### src/rtl/load_unit.sv
// load_unit: multi-cycle RISC-V load unit with word-aligned bus reads,
// optional split of boundary-crossing loads, and sign/zero extension.
`default_nettype none
`timescale 1ns/1ps

module load_unit #(
  parameter int XLEN             = 32,
  parameter int ADDR_W           = 32,
  parameter int SPLIT_MISALIGNED = 1
) (
  input  logic              clk_i,
  input  logic              rst_i,
  input  logic              mem_read_i,
  input  logic [2:0]        funct3_i,
  input  logic [ADDR_W-1:0] addr_i,
  output logic              busy_o,
  output logic [1:0]        read_en_o,
  output logic              bus_req_o,
  output logic [ADDR_W-1:0] bus_addr_o,
  input  logic              bus_ack_i,
  input  logic [XLEN-1:0]   bus_rdata_i,
  output logic              valid_o,
  output logic [XLEN-1:0]   data_o,
  output logic              misaligned_o,
  output logic              illegal_o
);

  localparam int BYTES = XLEN / 8;
  localparam int OFF_W = $clog2(BYTES);

  typedef enum logic [2:0] {IDLE, REQ1, REQ2, DONE, FAULT} state_t;

  state_t            state, state_nxt;
  logic [2:0]        f3_q;
  logic [ADDR_W-1:0] base_q;
  logic [OFF_W-1:0]  off_q;
  logic [1:0]        size_q;
  logic              cross_q;
  logic              illegal_q;
  logic [XLEN-1:0]   lo_q, hi_q, result_q;

  logic              accept;
  logic              legal_in;
  logic              cross_in;
  logic [OFF_W+3:0]  span;
  logic [XLEN-1:0]   window;
  logic [XLEN-1:0]   ext;

  assign accept = (state == IDLE) && mem_read_i;

  // Doubleword and LWU exist only on a 64-bit datapath.
  always_comb begin
    legal_in = 1'b0;
    case (funct3_i)
      3'b000, 3'b001, 3'b010, 3'b100, 3'b101: legal_in = 1'b1;
      3'b011, 3'b110:                         legal_in = (XLEN == 64);
      default:                                legal_in = 1'b0;
    endcase
  end

  always_comb begin
    span     = (OFF_W+4)'(addr_i[OFF_W-1:0]) + ((OFF_W+4)'(1) << funct3_i[1:0]);
    cross_in = span > (OFF_W+4)'(BYTES);
  end

  always_ff @(posedge clk_i) begin
    if (rst_i) state <= IDLE;
    else       state <= state_nxt;
  end

  always_comb begin
    state_nxt = state;
    case (state)
      IDLE: begin
        if (accept) begin
          if (!legal_in)                            state_nxt = FAULT;
          else if (cross_in && SPLIT_MISALIGNED == 0) state_nxt = FAULT;
          else                                      state_nxt = REQ1;
        end
      end
      REQ1:    if (bus_ack_i) state_nxt = cross_q ? REQ2 : DONE;
      REQ2:    if (bus_ack_i) state_nxt = DONE;
      DONE:    state_nxt = IDLE;
      FAULT:   state_nxt = IDLE;
      default: state_nxt = IDLE;
    endcase
  end

  always_ff @(posedge clk_i) begin
    if (rst_i) begin
      f3_q      <= '0;
      base_q    <= '0;
      off_q     <= '0;
      size_q    <= '0;
      cross_q   <= 1'b0;
      illegal_q <= 1'b0;
      lo_q      <= '0;
      hi_q      <= '0;
      result_q  <= '0;
    end else begin
      if (accept) begin
        f3_q      <= funct3_i;
        base_q    <= {addr_i[ADDR_W-1:OFF_W], {OFF_W{1'b0}}};
        off_q     <= addr_i[OFF_W-1:0];
        size_q    <= funct3_i[1:0];
        cross_q   <= cross_in;
        illegal_q <= !legal_in;
        hi_q      <= '0;
      end
      if (state == REQ1 && bus_ack_i) lo_q <= bus_rdata_i;
      if (state == REQ2 && bus_ack_i) hi_q <= bus_rdata_i;
      if (valid_o) result_q <= data_o;
    end
  end

  // Bring the addressed bytes down to bit 0 before extending.
  assign window = XLEN'({hi_q, lo_q} >> {off_q, 3'b000});

  always_comb begin
    ext = '0;
    case (f3_q)
      3'b000:  ext = XLEN'($signed(window[7:0]));
      3'b001:  ext = XLEN'($signed(window[15:0]));
      3'b010:  ext = XLEN'($signed(window[31:0]));
      3'b100:  ext = XLEN'(window[7:0]);
      3'b101:  ext = XLEN'(window[15:0]);
      3'b110:  ext = XLEN'(window[31:0]);
      3'b011:  ext = window;
      default: ext = '0;
    endcase
  end

  always_comb begin
    busy_o       = (state != IDLE);
    read_en_o    = (state == IDLE) ? 2'b00 : size_q;
    bus_req_o    = (state == REQ1) || (state == REQ2);
    bus_addr_o   = '0;
    if (state == REQ1) bus_addr_o = base_q;
    if (state == REQ2) bus_addr_o = base_q + ADDR_W'(BYTES);
    valid_o      = (state == DONE) || (state == FAULT);
    illegal_o    = (state == FAULT) && illegal_q;
    misaligned_o = (state == FAULT) && !illegal_q;
    data_o       = result_q;
    if (state == DONE)  data_o = ext;
    if (state == FAULT) data_o = '0;
  end

endmodule

`default_nettype wire

### config.mk
export PLATFORM = sky130hd
export DESIGN_NAME = load_unit
export DESIGN_NICKNAME = d
export VERILOG_FILES = /design/src/rtl/load_unit.sv
export SDC_FILE = /design/constraint.sdc
export NUM_CORES = 1
export LEC_CHECK = 0
export ABC_CLOCK_PERIOD_IN_PS = 2300
export CAP_MARGIN = 30
export CORE_ASPECT_RATIO = 1.2
export CORE_UTILIZATION = 35
export DETAILED_ROUTE_END_ITERATION = 8
export SYNTH_ARGS = -nofsm -noshare
export SYNTH_HDL_FRONTEND = slang
export SYNTH_SLANG_ARGS = --single-unit
export TNS_END_PERCENT = 30
### constraint.sdc
create_clock -name clk_i -period 2.3 [get_ports clk_i]
set_input_delay 0.345 -clock clk_i [delete_from_list [all_inputs] [get_ports clk_i]]
set_output_delay 0.345 -clock clk_i [all_outputs]
set_load 0.005 [all_outputs]
==> metrics.yaml, run 1 <==
critical_path:
  required_ns: 1.96
  crit_path_top_delay_cell: "mux4_2"
  arrival_ns: 2.23
  cp-start-kind: "register"
  ff2ff_setup_slack_ns: 0.37
  critPathKind: "reg -> out"
  crit_path_max_incr_delay_ns: 0.52
  cp_cell_sequence: "mux4_2 > and4b_2 > buf_6 > a221o_1 > buf_2"
  crit_fanout: 5
  cp-end-kind: "output pin"
sta:
  finalSetupTns_ns: -6.66
  final.setup.worst_slack_ns: -0.272
  fin_crit_sh: 1.12
  final-setup-viol-count: 41
  fin_skew_ns: 0.00597
  final.min_clock_period_ns: 2.57
  worst_pin_slew_ns: 0.578
  fmax_ghz: 0.389
  rsz0062_at_grt: "yes"
  hold_viol: 0
  slew_viol_final: 0
  holdWs_ns: 0.415
  slew_headroom: 0.615
hold_path:
  min_path_type: "in -> reg"
cts:
  clk_latency_ns: 0.43
  cts-root-buf: "clkbuf_16"
  htreeDepth: 4
  cts_sinks: 128
  cts_buffers: 17
  ctsLongestPathBuffers: 2
  cts_hold_buffers: 0
  cts_tree: "built"
  path_clk_slew_ns: 0.06
power:
  p_sw_mw: 1.72
  power_density_nw_per_um2: 630
  clkPwrFrac: 0.432
  switching_share: 0.282
  p_int_mw: 4.39
  p_total_mw: 6.11
  seq_power_share: 0.391
  ir_drop_v: 0.000569
  p_leak_nw: 3.93
  power_frac_comb: 0.177
detailed_routing:
  drc: 0
  drt_iter0_markers: 545
  antenna_left: 0
  drtPass1Iterations: 5
  wl_mm: 22.3
  vias_per_cell: 5.39
  drt-wirelength-per-cell_um: 17.8
  vias: 6779
placed_design:
  hpwl_mm: 15.5
  portBuffers: 139
  placed_cells: 1187
  globalplace.congestion: 0.919
  dp_slack_ns: -0.0906
  place_area_um2: 8760
floorplan:
  io_pins: 142
  core-area_um2: 18400
  dieArea_um2: 19500
  die_h_um: 153
  row_count: 54
  start_util: 0.361
  die_w_um: 128
synthesis:
  synthCells: 779
  yosys_register_bits: 128
  yosysUniqueCellTypes: 65
  yosysWarnings: 0
  post_synth.cell_area_avg_um2: 8.51
  synth-edff-count: 0
  synth_seq_area_share: 0.386
  async_reset_ff_frac: 0
  synth_ff_type: "dfxtp_1"
  syn-cell-area_um2: 6630
layout:
  syn2layout_area_growth_pct: 46.1
  stdcell_count: 1258
  nets: 1067
  final_util: 0.527
  final_cell_area_um2: 9690
  drive_gt1_frac: 0.291
  antenna_cells: 0
status:
  violations: "negative setup slack"
  status: "finished with violations"
grt:
  grt_max_degree: 67
  grt_overflow_total: 0
  antenna_found_initial: 0
  grt_pass1_vias: 6558
  grt_use_total: 0.232
  grt_pass1_wl_mm: 35.5
run:
  drv_cap: 0
-- synthesized netlist by cell type, types with 2 or more instances --
master    count  area (um2)
nand2_1     170         638
dfxtp_1     128        2560
a21oi_1      80         400
clkbuf_1     48         180
a22oi_1      40         300
nor2_1       36         135
mux4_2       28         631
o21ai_0      27         135
a31oi_1      23         144
buf_2        22         110
nand3_1      17        85.1
and2_1       12        75.1
nand4_1      10        62.6
o21ai_1      10        50.1
a221o_1       9        90.1
a22o_1        9        78.8
inv_1         9        33.8
o211a_1       8        80.1
and3_1        7        43.8
and4_1        6        52.6
o31ai_1       5        37.5
mux2i_1       4        40.0
mux4_1        4         105
nor3_1        4        20.0
nor4_1        4        25.0
xor2_1        4        35.0
a41oi_1       3        26.3
nand2b_1      3        18.8
o211ai_1      3        22.5
or4_1         3        22.5
a21boi_0      2        15.0
a21o_1        2        15.0
buf_4         2        15.0
buf_6         2        22.5
ha_1          2        25.0
nor2b_1       2        12.5
o22ai_1       2        12.5
o32ai_1       2        17.5
-- state kept, by name (all words and copies together) (netlist names) --
signal / flops
f3_q: 3
result_q: 32
off_q: 2
base_q: 30
hi_q: 24
state: 3
illegal_q: 1
lo_q: 32
cross_q: 1
-- worst max-delay path, delay by kind of cell (launching register included) --
kind	cells	cell delay, ns
AO/OA/AOI/OAI	1	0.30
multiplexers	1	0.52
AND/OR/NAND/NOR	1	0.31
buffers and inverters	2	0.28
flip-flops	1	0.39
-- path summary, 6_finish.rpt --
| kind | from | cells after the start | endpoint |
|---|---|---|---|
| max reg2reg | off_q[0] | 5 | result_q[10] |
| min reg2reg | lo_q[5] | 2 | lo_q[5] |
| min | rst_i | 2 | base_q[29] |
| max | off_q[0] | 5 | data_o[11] |
-- cell type report --
class	instances	area, um2
tap	252	315
clock buffer	19	443
fill	1761	8690
clock inverter	13	130
timing repair buffer	268	2290
sequential	128	2580
inverter	10	40.0
multi-input combinational	568	3880
-- metal layers --
metal	vias up	wire length, um	share of wire	track usage
met5	-	0	0	0
met4	0	531	0.024	0.0913
met3	27	1330	0.059	0.0428
met2	247	11000	0.49	0.392
met1	3216	9480	0.42	0.292
li1	3289	-	-	-
-- cell usage in the layout, fill, tap and decap left out, types with 17 or more instances in the layout --
cell type / n
a22oi_1: 40
nand2_1: 169
clkbuf_16: 17
a31oi_1: 23
buf_6: 18
dfxtp_1: 114
nor2_1: 34
buf_2: 37
mux4_2: 29
o21ai_1: 21
buf_4: 104
a21oi_1: 80
clkdlybuf4s50_1: 74
-- power groups by stage --
stage                     Combinational, mW  Clock, mW  Sequential, mW
final                                  1.08       2.64            2.39
after global routing                   1.17       2.78            2.40
after CTS                              1.06       2.68            2.39
after detailed placement              0.985          0            2.43
after global placement                0.979          0            2.43
after floorplan                       0.501          0            2.41
-- cells by family after synthesis --
family,synth area share
buffers and inverters,0.0551
other,0.000565
AOI/OAI and AO/OA,0.231
and+or+nand+nor,0.198
adders and majority gates,0.00679
xor gates and xnor gates,0.00528
DFF,0.386
muxes,0.117
-- what timing repair did --
item                       in CTS  in global routing
cloned                          2                  0
gates resized for setup       260                 44
setup endpoints to repair      65                 65
setup buffers                  32                  5
pin swaps                      17                  7
hold endpoints to repair        0                  0
Note: power is estimated with default switching activity, not from simulation.
==> inputs of run 2 (changes only) <==
--- a/config.mk
+++ b/config.mk
@@ -10,6 +10,7 @@
 export CORE_ASPECT_RATIO = 1.2
 export CORE_UTILIZATION = 35
 export DETAILED_ROUTE_END_ITERATION = 8
+export HOLD_SLACK_MARGIN = 0.12
 export SYNTH_ARGS = -nofsm -noshare
 export SYNTH_HDL_FRONTEND = slang
 export SYNTH_SLANG_ARGS = --single-unit
==> results of run 2 <==
The final DEF is identical to that of run 1; final timing and power are the same.
==> inputs of run 3 (changes only) <==
--- a/config.mk
+++ b/config.mk
@@ -5,7 +5,6 @@
 export SDC_FILE = /design/constraint.sdc
 export NUM_CORES = 1
 export LEC_CHECK = 0
-export ABC_CLOCK_PERIOD_IN_PS = 2300
 export CAP_MARGIN = 30
 export CORE_ASPECT_RATIO = 1.2
 export CORE_UTILIZATION = 35
==> results of run 3 <==
The final DEF is identical to that of run 1; final timing and power are the same.
